===== config.mk =====
export PLATFORM = sky130hd
export DESIGN_NAME = fwd_hazard_ctrl
export DESIGN_NICKNAME = d
export VERILOG_FILES = /design/src/rtl/fwd_hazard_ctrl.sv
export SDC_FILE = /design/constraint.sdc
export NUM_CORES = 1
export LEC_CHECK = 0
export ABC_CLOCK_PERIOD_IN_PS = 3700
export CAP_MARGIN = 5
export CORE_MARGIN = 2
export CORE_UTILIZATION = 35
export CTS_CLUSTER_DIAMETER = 40
export CTS_CLUSTER_SIZE = 40
export DETAILED_ROUTE_END_ITERATION = 8
export GPL_TIMING_DRIVEN = 0
export MAX_ROUTING_LAYER = met4
export PLACE_DENSITY = 0.71
export SLEW_MARGIN = 20
export SYNTH_ARGS = -nofsm -noshare
export SYNTH_HDL_FRONTEND = slang
export SYNTH_SLANG_ARGS = --single-unit

===== constraint.sdc =====
create_clock -name clk -period 3.7 [get_ports clk]
set_clock_uncertainty 0.15 [all_clocks]
set_input_delay 0.37 -clock clk [delete_from_list [all_inputs] [get_ports clk]]
set_output_delay 0.37 -clock clk [all_outputs]
set_load 0.005 [all_outputs]

===== src/rtl/fwd_hazard_ctrl.sv =====
// fwd_hazard_ctrl
// Operand-forwarding selects and load-use stall control for a 5-stage RV32
// pipeline. Sits between the ID decoder and the ID/EX register: it watches
// the instruction in ID against the producers currently in EX and MEM and
// produces the EX-stage mux selects one cycle later, together with the
// instruction.
//
// Select codes: 0 = regfile, 1 = EX/MEM ALU result, 2 = MEM/WB data.
// Code 3 is never driven.
//
// The writeback-stage producer is not held here. The regfile is write-first,
// so an instruction in WB never needs forwarding. For the same reason the MEM
// entry only keeps the fields that the select logic consumes.
module fwd_hazard_ctrl #(
    parameter int REG_AW = 5,
    parameter int CNT_W  = 32
) (
    input  logic              clk,
    input  logic              rst_n,
    input  logic              id_valid,
    input  logic [REG_AW-1:0] id_rs1,
    input  logic [REG_AW-1:0] id_rs2,
    input  logic              id_rs1_used,
    input  logic              id_rs2_used,
    input  logic [REG_AW-1:0] id_rd,
    input  logic              id_regwrite,
    input  logic              id_memread,
    input  logic              ex_flush,
    output logic              stall,
    output logic              ex_bubble,
    output logic [1:0]        ex_fwd_a_sel,
    output logic [1:0]        ex_fwd_b_sel,
    output logic [CNT_W-1:0]  stall_cnt
);

    localparam logic [1:0] SEL_RF    = 2'd0;
    localparam logic [1:0] SEL_EXMEM = 2'd1;
    localparam logic [1:0] SEL_MEMWB = 2'd2;

    // In-flight instruction summary. A bubble is all zeros.
    typedef struct packed {
        logic              valid;
        logic [REG_AW-1:0] rd;
        logic              we;
        logic              mr;
    } stage_t;

    stage_t            ex_q, ex_d;
    logic              mem_valid_q, mem_valid_d;
    logic [REG_AW-1:0] mem_rd_q, mem_rd_d;
    logic              mem_we_q, mem_we_d;

    logic              ex_bubble_q, ex_bubble_d;
    logic [1:0]        fwd_a_q, fwd_a_d;
    logic [1:0]        fwd_b_q, fwd_b_d;
    logic [CNT_W-1:0]  stall_cnt_q, stall_cnt_d;

    logic              load_use;
    logic              kill;
    logic [1:0]        sel_a, sel_b;

    // Load-use detection: a load in EX whose rd feeds the ID instruction.
    // A flush kills the ID instruction, so it cannot stall.
    always_comb begin
        load_use = 1'b0;
        if (id_valid && ex_q.valid && ex_q.mr && (ex_q.rd != '0) && !ex_flush) begin
            if ((id_rs1_used && (id_rs1 == ex_q.rd)) ||
                (id_rs2_used && (id_rs2 == ex_q.rd))) begin
                load_use = 1'b1;
            end
        end
    end

    // Forwarding source per operand; the younger (EX) producer wins.
    always_comb begin
        sel_a = SEL_RF;
        sel_b = SEL_RF;
        if (id_rs1_used && (id_rs1 != '0)) begin
            if (ex_q.valid && ex_q.we && (ex_q.rd == id_rs1)) begin
                sel_a = SEL_EXMEM;
            end else if (mem_valid_q && mem_we_q && (mem_rd_q == id_rs1)) begin
                sel_a = SEL_MEMWB;
            end
        end
        if (id_rs2_used && (id_rs2 != '0)) begin
            if (ex_q.valid && ex_q.we && (ex_q.rd == id_rs2)) begin
                sel_b = SEL_EXMEM;
            end else if (mem_valid_q && mem_we_q && (mem_rd_q == id_rs2)) begin
                sel_b = SEL_MEMWB;
            end
        end
    end

    // Next-state for the pipeline tracking, EX controls and stall counter.
    always_comb begin
        kill        = load_use || ex_flush || !id_valid;
        ex_d        = '0;
        ex_bubble_d = 1'b1;
        fwd_a_d     = SEL_RF;
        fwd_b_d     = SEL_RF;
        if (!kill) begin
            ex_d        = {1'b1, id_rd, id_regwrite, id_memread};
            ex_bubble_d = 1'b0;
            fwd_a_d     = sel_a;
            fwd_b_d     = sel_b;
        end
        mem_valid_d = ex_q.valid;
        mem_rd_d    = ex_q.rd;
        mem_we_d    = ex_q.we;
        stall_cnt_d = stall_cnt_q;
        if (load_use && (stall_cnt_q != '1)) begin
            stall_cnt_d = stall_cnt_q + {{(CNT_W-1){1'b0}}, 1'b1};
        end
    end

    // State registers; reset leaves every stage as a bubble.
    always_ff @(posedge clk or negedge rst_n) begin
        if (!rst_n) begin
            ex_q        <= '0;
            mem_valid_q <= 1'b0;
            mem_rd_q    <= '0;
            mem_we_q    <= 1'b0;
            ex_bubble_q <= 1'b1;
            fwd_a_q     <= SEL_RF;
            fwd_b_q     <= SEL_RF;
            stall_cnt_q <= '0;
        end else begin
            ex_q        <= ex_d;
            mem_valid_q <= mem_valid_d;
            mem_rd_q    <= mem_rd_d;
            mem_we_q    <= mem_we_d;
            ex_bubble_q <= ex_bubble_d;
            fwd_a_q     <= fwd_a_d;
            fwd_b_q     <= fwd_b_d;
            stall_cnt_q <= stall_cnt_d;
        end
    end

    assign stall        = load_use;
    assign ex_bubble    = ex_bubble_q;
    assign ex_fwd_a_sel = fwd_a_q;
    assign ex_fwd_b_sel = fwd_b_q;
    assign stall_cnt    = stall_cnt_q;

endmodule


After elaboration in Yosys (flattened, before gate mapping)
Index checks and enable logic that the tools add are counted.
- register bits: 52
- latch bits: 0
- memory bits (writable): 0
- memory bits (read-only): 0
- output and inout bits: 38
- memories: 0
- add/sub/neg operators: 1
- multipliers: 0
- div/mod/pow operators: 0
- $lt $le $gt $ge: 0
- equal/unequal tests: 7
- shift-type cells: 0
- mux-type cells: 12
- bitwise logic cells: 0
- reductions and logical operators: 23
- operators with widths (kind ; count):
    $add 32x1->32 const B ; 1
    $ne 32x32->1 const B ; 1
    $eq 5x5->1 ; 6
    $mux 2 ; 8
    $logic_and 1x1->1 ; 15
    $reduce_bool 5->1 ; 3
    $mux 8 ; 1
    $logic_or 1x1->1 ; 3
    $mux 1 ; 3
    $logic_not 1->1 ; 2

Logic depth before layout (Yosys ltp)
- depth after elaboration: 8
- gate-level depth with buffers: 8

Worst setup path after synthesis
OpenSTA, ideal clock, no wires.
- kind: reg2reg
- start: register stall_cnt_q[0] (netlist: stall_cnt[0])
- end: register stall_cnt_q[3] (netlist: stall_cnt[3])
- setup time: 0.139 ns
- data arrival time: 2.053 ns
- required time: 3.411 ns
- path slack: 1.358 ns
- stages on the path, launching flop included: 9
- path buffers: 1
- path through: dfrtp_1 ha_1 nand4_1 nor4_1 nand2_1 nor3_1 buf_2 nor4b_1 xor2_1
- longest elaborated chain between the ends: 2
- ends and longest elaborated chain (item ; RTL line ; text):
    from (decl) ; 56 ; logic [CNT_W-1:0] stall_cnt_q, stall_cnt_d;
    from (signal assigned) ; 135 ; stall_cnt_q <= stall_cnt_d;
    branches (longest 2 deep; another with $add 32x1->32) ; - ;
Several ways; the timed one is not identified.
A chain may end at the register's enable or synchronous reset.

Worst setup path after layout
- start: register ex_q, in the netlist mem_rd_d[1]
- end: output stall
- longest elaborated chain between the ends: 5
- ends and longest elaborated chain (item ; RTL line ; text):
    from (decl) ; 48 ; stage_t ex_q, ex_d;
    from (signal assigned) ; 119 ; ex_q <= '0;
    from (signal assigned) ; 128 ; ex_q <= ex_d;
    $eq 5x5->1, on equally long branches ; 67, 68 ;
    $logic_and 1x1->1, on equally long branches ; 67, 68 ;
    $logic_or 1x1->1 ; 67 ; if ((id_rs1_used && (id_rs1 == ex_q.rd)) ||
    $mux 1 ; 67 ;
    $mux 1 (*) ; 66 ; if (id_valid && ex_q.valid && ex_q.mr && (ex_q.rd != '0) && !ex_flush) begin
    to (decl) ; 29 ; output logic stall,
Mark *: on every way between the ends. The rest lies on a longest branch, timed or not.

==> results.sh <==
export IMPL_status="finished, final reports clean"
export IMPL_placed_cell_area_sq_mm=0.00328
export IMPL_nets=314
export IMPL_htreeDepth=2
export IMPL_yosysWarnings=0
export IMPL_grt_start_max_net_pins=53
export IMPL_clock_sinks=52
export IMPL_hold_viol=0
export IMPL_start_util=0.357
export IMPL_path_clk_slew_ns=0.10
export IMPL_hp_class="register to register"
export IMPL_final_cells=390
export IMPL_fmax_mhz=332
export IMPL_wl_met1_um=2660
export IMPL_ys_seq_area_frac=0.508
export IMPL_tightest_slew_ns=0.659
export IMPL_grt_pass1_wl_um=9500
export IMPL_cts_buffers=5
export IMPL_finalCriticalPeriod_ns=3.01
export IMPL_final_cell_mix="clkdlybuf4s50_1, dfrtp_1, xor2_1"
export IMPL_p_leak_nw=1.53
export IMPL_syn_num_nets=246
export IMPL_netlist_top_cell_by_area="dfrtp_1"
export IMPL_holdPathStages=0
export IMPL_hold_start="mem_we_d$_DFF_PN0_"
export IMPL_drt_initial_drc_count=47
export IMPL_area_delta_synth_final_pct=32.9
export IMPL_ir_drop_mv=0.168
export IMPL_wirelength_um=5660
export IMPL_cts_resized=0
export IMPL_cts_tree="done"
export IMPL_die_area_sq_mm=0.00802
export IMPL_syn_instance_count=222
export IMPL_drt_wirelength_per_cell_um=14.5
export IMPL_synth_avg_cell_area_sq_um=11.5
export IMPL_power_density_mw_per_mm2=304
export IMPL_placed_cells=381
export IMPL_row_count=31
export IMPL_antenna_found_initial=0
export IMPL_critPathKind="register to output port"
export IMPL_drive_gt1_frac=0.127
export IMPL_seq_power_share=0.562
export IMPL_holdWs_ns=0.225
export IMPL_fp_coreArea_sq_mm=0.00718
export IMPL_route_detailed_drc=0
export IMPL_maxCapViolCount=0
export IMPL_slew_violations=0
export IMPL_final_seq_area_sq_mm=0.00130
export IMPL_clock_power_share=0.374
export IMPL_clockRootBuffer="clkbuf_8"
export IMPL_rr_worst_depth=8
export IMPL_cpMaxStageDelayCell="or4_1"
export IMPL_grt_pass1_vias=2025
export IMPL_postCtsSetupBuffers=0
export IMPL_relSlewSlack=0.561
export IMPL_routed_wl_met2_um=2720
export IMPL_worstHoldEndpoint="mem_we_q$_DFF_PN0_"
export IMPL_ys_ff_latch=52
export IMPL_rsz0062_at_grt="no"
export IMPL_finalSetupViolCount=0
export IMPL_fin_crit_sh=0.814
export IMPL_dr_max_layer_used="met4"
export IMPL_firstDrtPassIters=4
export IMPL_grt_ovfl_total=0
export IMPL_fin_tns_setup_ns=0
export IMPL_die_w_um=89.6
export IMPL_timing_rr_start="stall_cnt[0]$_DFFE_PN0P_"
export IMPL_power_frac_comb=0.065
export IMPL_p_switching_mw=0.224
export IMPL_regToRegEndpoint="stall_cnt[16]$_DFFE_PN0P_"
export IMPL_p_int_mw=0.812
export IMPL_clock_latency_ns=0.30
export IMPL_vias=1957
export IMPL_worstSetupEndpointType="output port"
export IMPL_n_antenna_cell=0
export IMPL_cpPeakStageDelay_ns=0.53
export IMPL_reg2reg_slack_ns=0.81
export IMPL_syn_area_sq_mm=0.00256
export IMPL_synth_largest_type_area_fraction=0.498
export IMPL_n_fill_cell=666
export IMPL_dr_wl_met3_um=185
export IMPL_routabilityCongestion=0.879
export IMPL_crit_chain="or4_1 > o2111ai_1 > or2_1 > o32a_1 > buf_6 > inv_1 > clkdlybuf4s50_1"
export IMPL_final_common_cell="clkdlybuf4s50_1"
export IMPL_crit_required_ns=3.18
export IMPL_ys_types=32
export IMPL_synthTopCellsByArea="dfrtp_1, xor2_1, nor4_2, xnor2_1, nand3_1"
export IMPL_cp_max_fo=9
export IMPL_cp_arrival_ns=2.49
export IMPL_sw_frac_of_total=0.217
export IMPL_viasPerCell=5.02
export IMPL_dp_hpwl_um=4050
export IMPL_multi_input_area_sq_mm=0.00119
export IMPL_fp_dieH_um=89.6
export IMPL_port_buffer_count=60
export IMPL_worst_setup_path_start_kind="register"
export IMPL_cts_buffer_depth=2
export IMPL_final_util=0.475
export IMPL_design_area_sq_mm=0.00341
export IMPL_gr_usage_all_layers=0.157
export IMPL_ant_nets=0
export IMPL_io_pins=61
[state kept, by name (all words and copies together) (netlist names)]
register	flops
ex_fwd_a_sel	2
mem_valid_q	1
ex_q	1
ex_bubble	1
mem_we_q	1
mem_rd_q	5
mem_rd_d	5
ex_fwd_b_sel	2
mem_we_d	1
mem_valid_d	1
stall_cnt	32
[layer usage]
metal  global-route usage  up-vias
li1                     -      937
met1                0.204      965
met2                0.249       45
met3               0.0305       10
met4               0.0475        0
met5                    -        -
[power groups by stage]
stage          Clock (mW)  Sequential [mW]  Combinational, mW
6_report            0.387            0.582             0.0672
5_1_grt             0.422            0.583             0.0747
4_1_cts             0.400            0.582             0.0683
3_5_place_dp            0            0.593             0.0671
3_3_place_gp            0            0.593             0.0662
2_1_floorplan           0            0.592             0.0231
[final cells by class]
class | instances | area share
flip-flops and latches | 52 | 0.382
multi-input cells | 159 | 0.350
repair buffers | 61 | 0.179
well taps | 99 | 0.0364
clock buffers | 5 | 0.0202
plain buffers | 6 | 0.0143
clock inverters | 3 | 0.0125
inverters | 5 | 0.00551
[kinds of logic after synthesis]
logic type	share of synthesized area
DFF	0.508
xor gates and xnor gates	0.167
muxes	0.0132
adders and majority gates	0.00488
AOI/OAI and AO/OA	0.0161
buffers and inverters	0.0264
and+or+nand+nor	0.264
[metrics by stage]
stage               setup WS (ns)  power [mW]
finish                      0.688        1.04
floorplan                    1.36       0.615
global route                0.482        1.08
detailed placement          0.710       0.660
CTS                         0.655        1.05
global placement            0.557       0.659
[what timing repair did]
item | in CTS | in global routing
endpoints found under the setup margin | 0 | 0
hold buffers | 1 | 0
hold endpoints to repair | 51 | 0
[Yosys cell counts, drive strengths merged]
master,count
nor3b,1
nor4b,6
inv,5
nor3,9
and4,2
or4,3
o32a,1
mux2,3
xnor2,10
dfstp,1
xor2,39
nor2,7
o2111ai,1
or2,1
nand4,11
ha,1
buf,6
a211oi,1
and2b,1
dfrtp,51
nor4,20
and3,11
o21ai,3
nand3,15
nand2,12
and2,1
[worst max-delay path, delay by kind of cell (launching register included)]
kind,cells,cell delay [ns]
compound gates,2,0.39
buf+inv,3,0.70
flops,1,0.43
simple gates,2,0.67
[worst max-delay path by stage]
stage | start | endpoint | slack (ns)
2_1_floorplan | stall_cnt[0]$_DFFE_PN0P_ | stall_cnt[3]$_DFFE_PN0P_ | 1.36
3_3_place_gp | rst_n | stall_cnt[16]$_DFFE_PN0P_ | 0.56
3_5_place_dp | id_rs1[3] | stall | 0.71
4_1_cts | mem_rd_d[1]$_DFF_PN0_ | stall | 0.65
5_1_grt | mem_rd_d[1]$_DFF_PN0_ | stall | 0.48
6_report | mem_rd_d[1]$_DFF_PN0_ | stall | 0.69
Note: power is estimated with default switching activity, not from simulation.
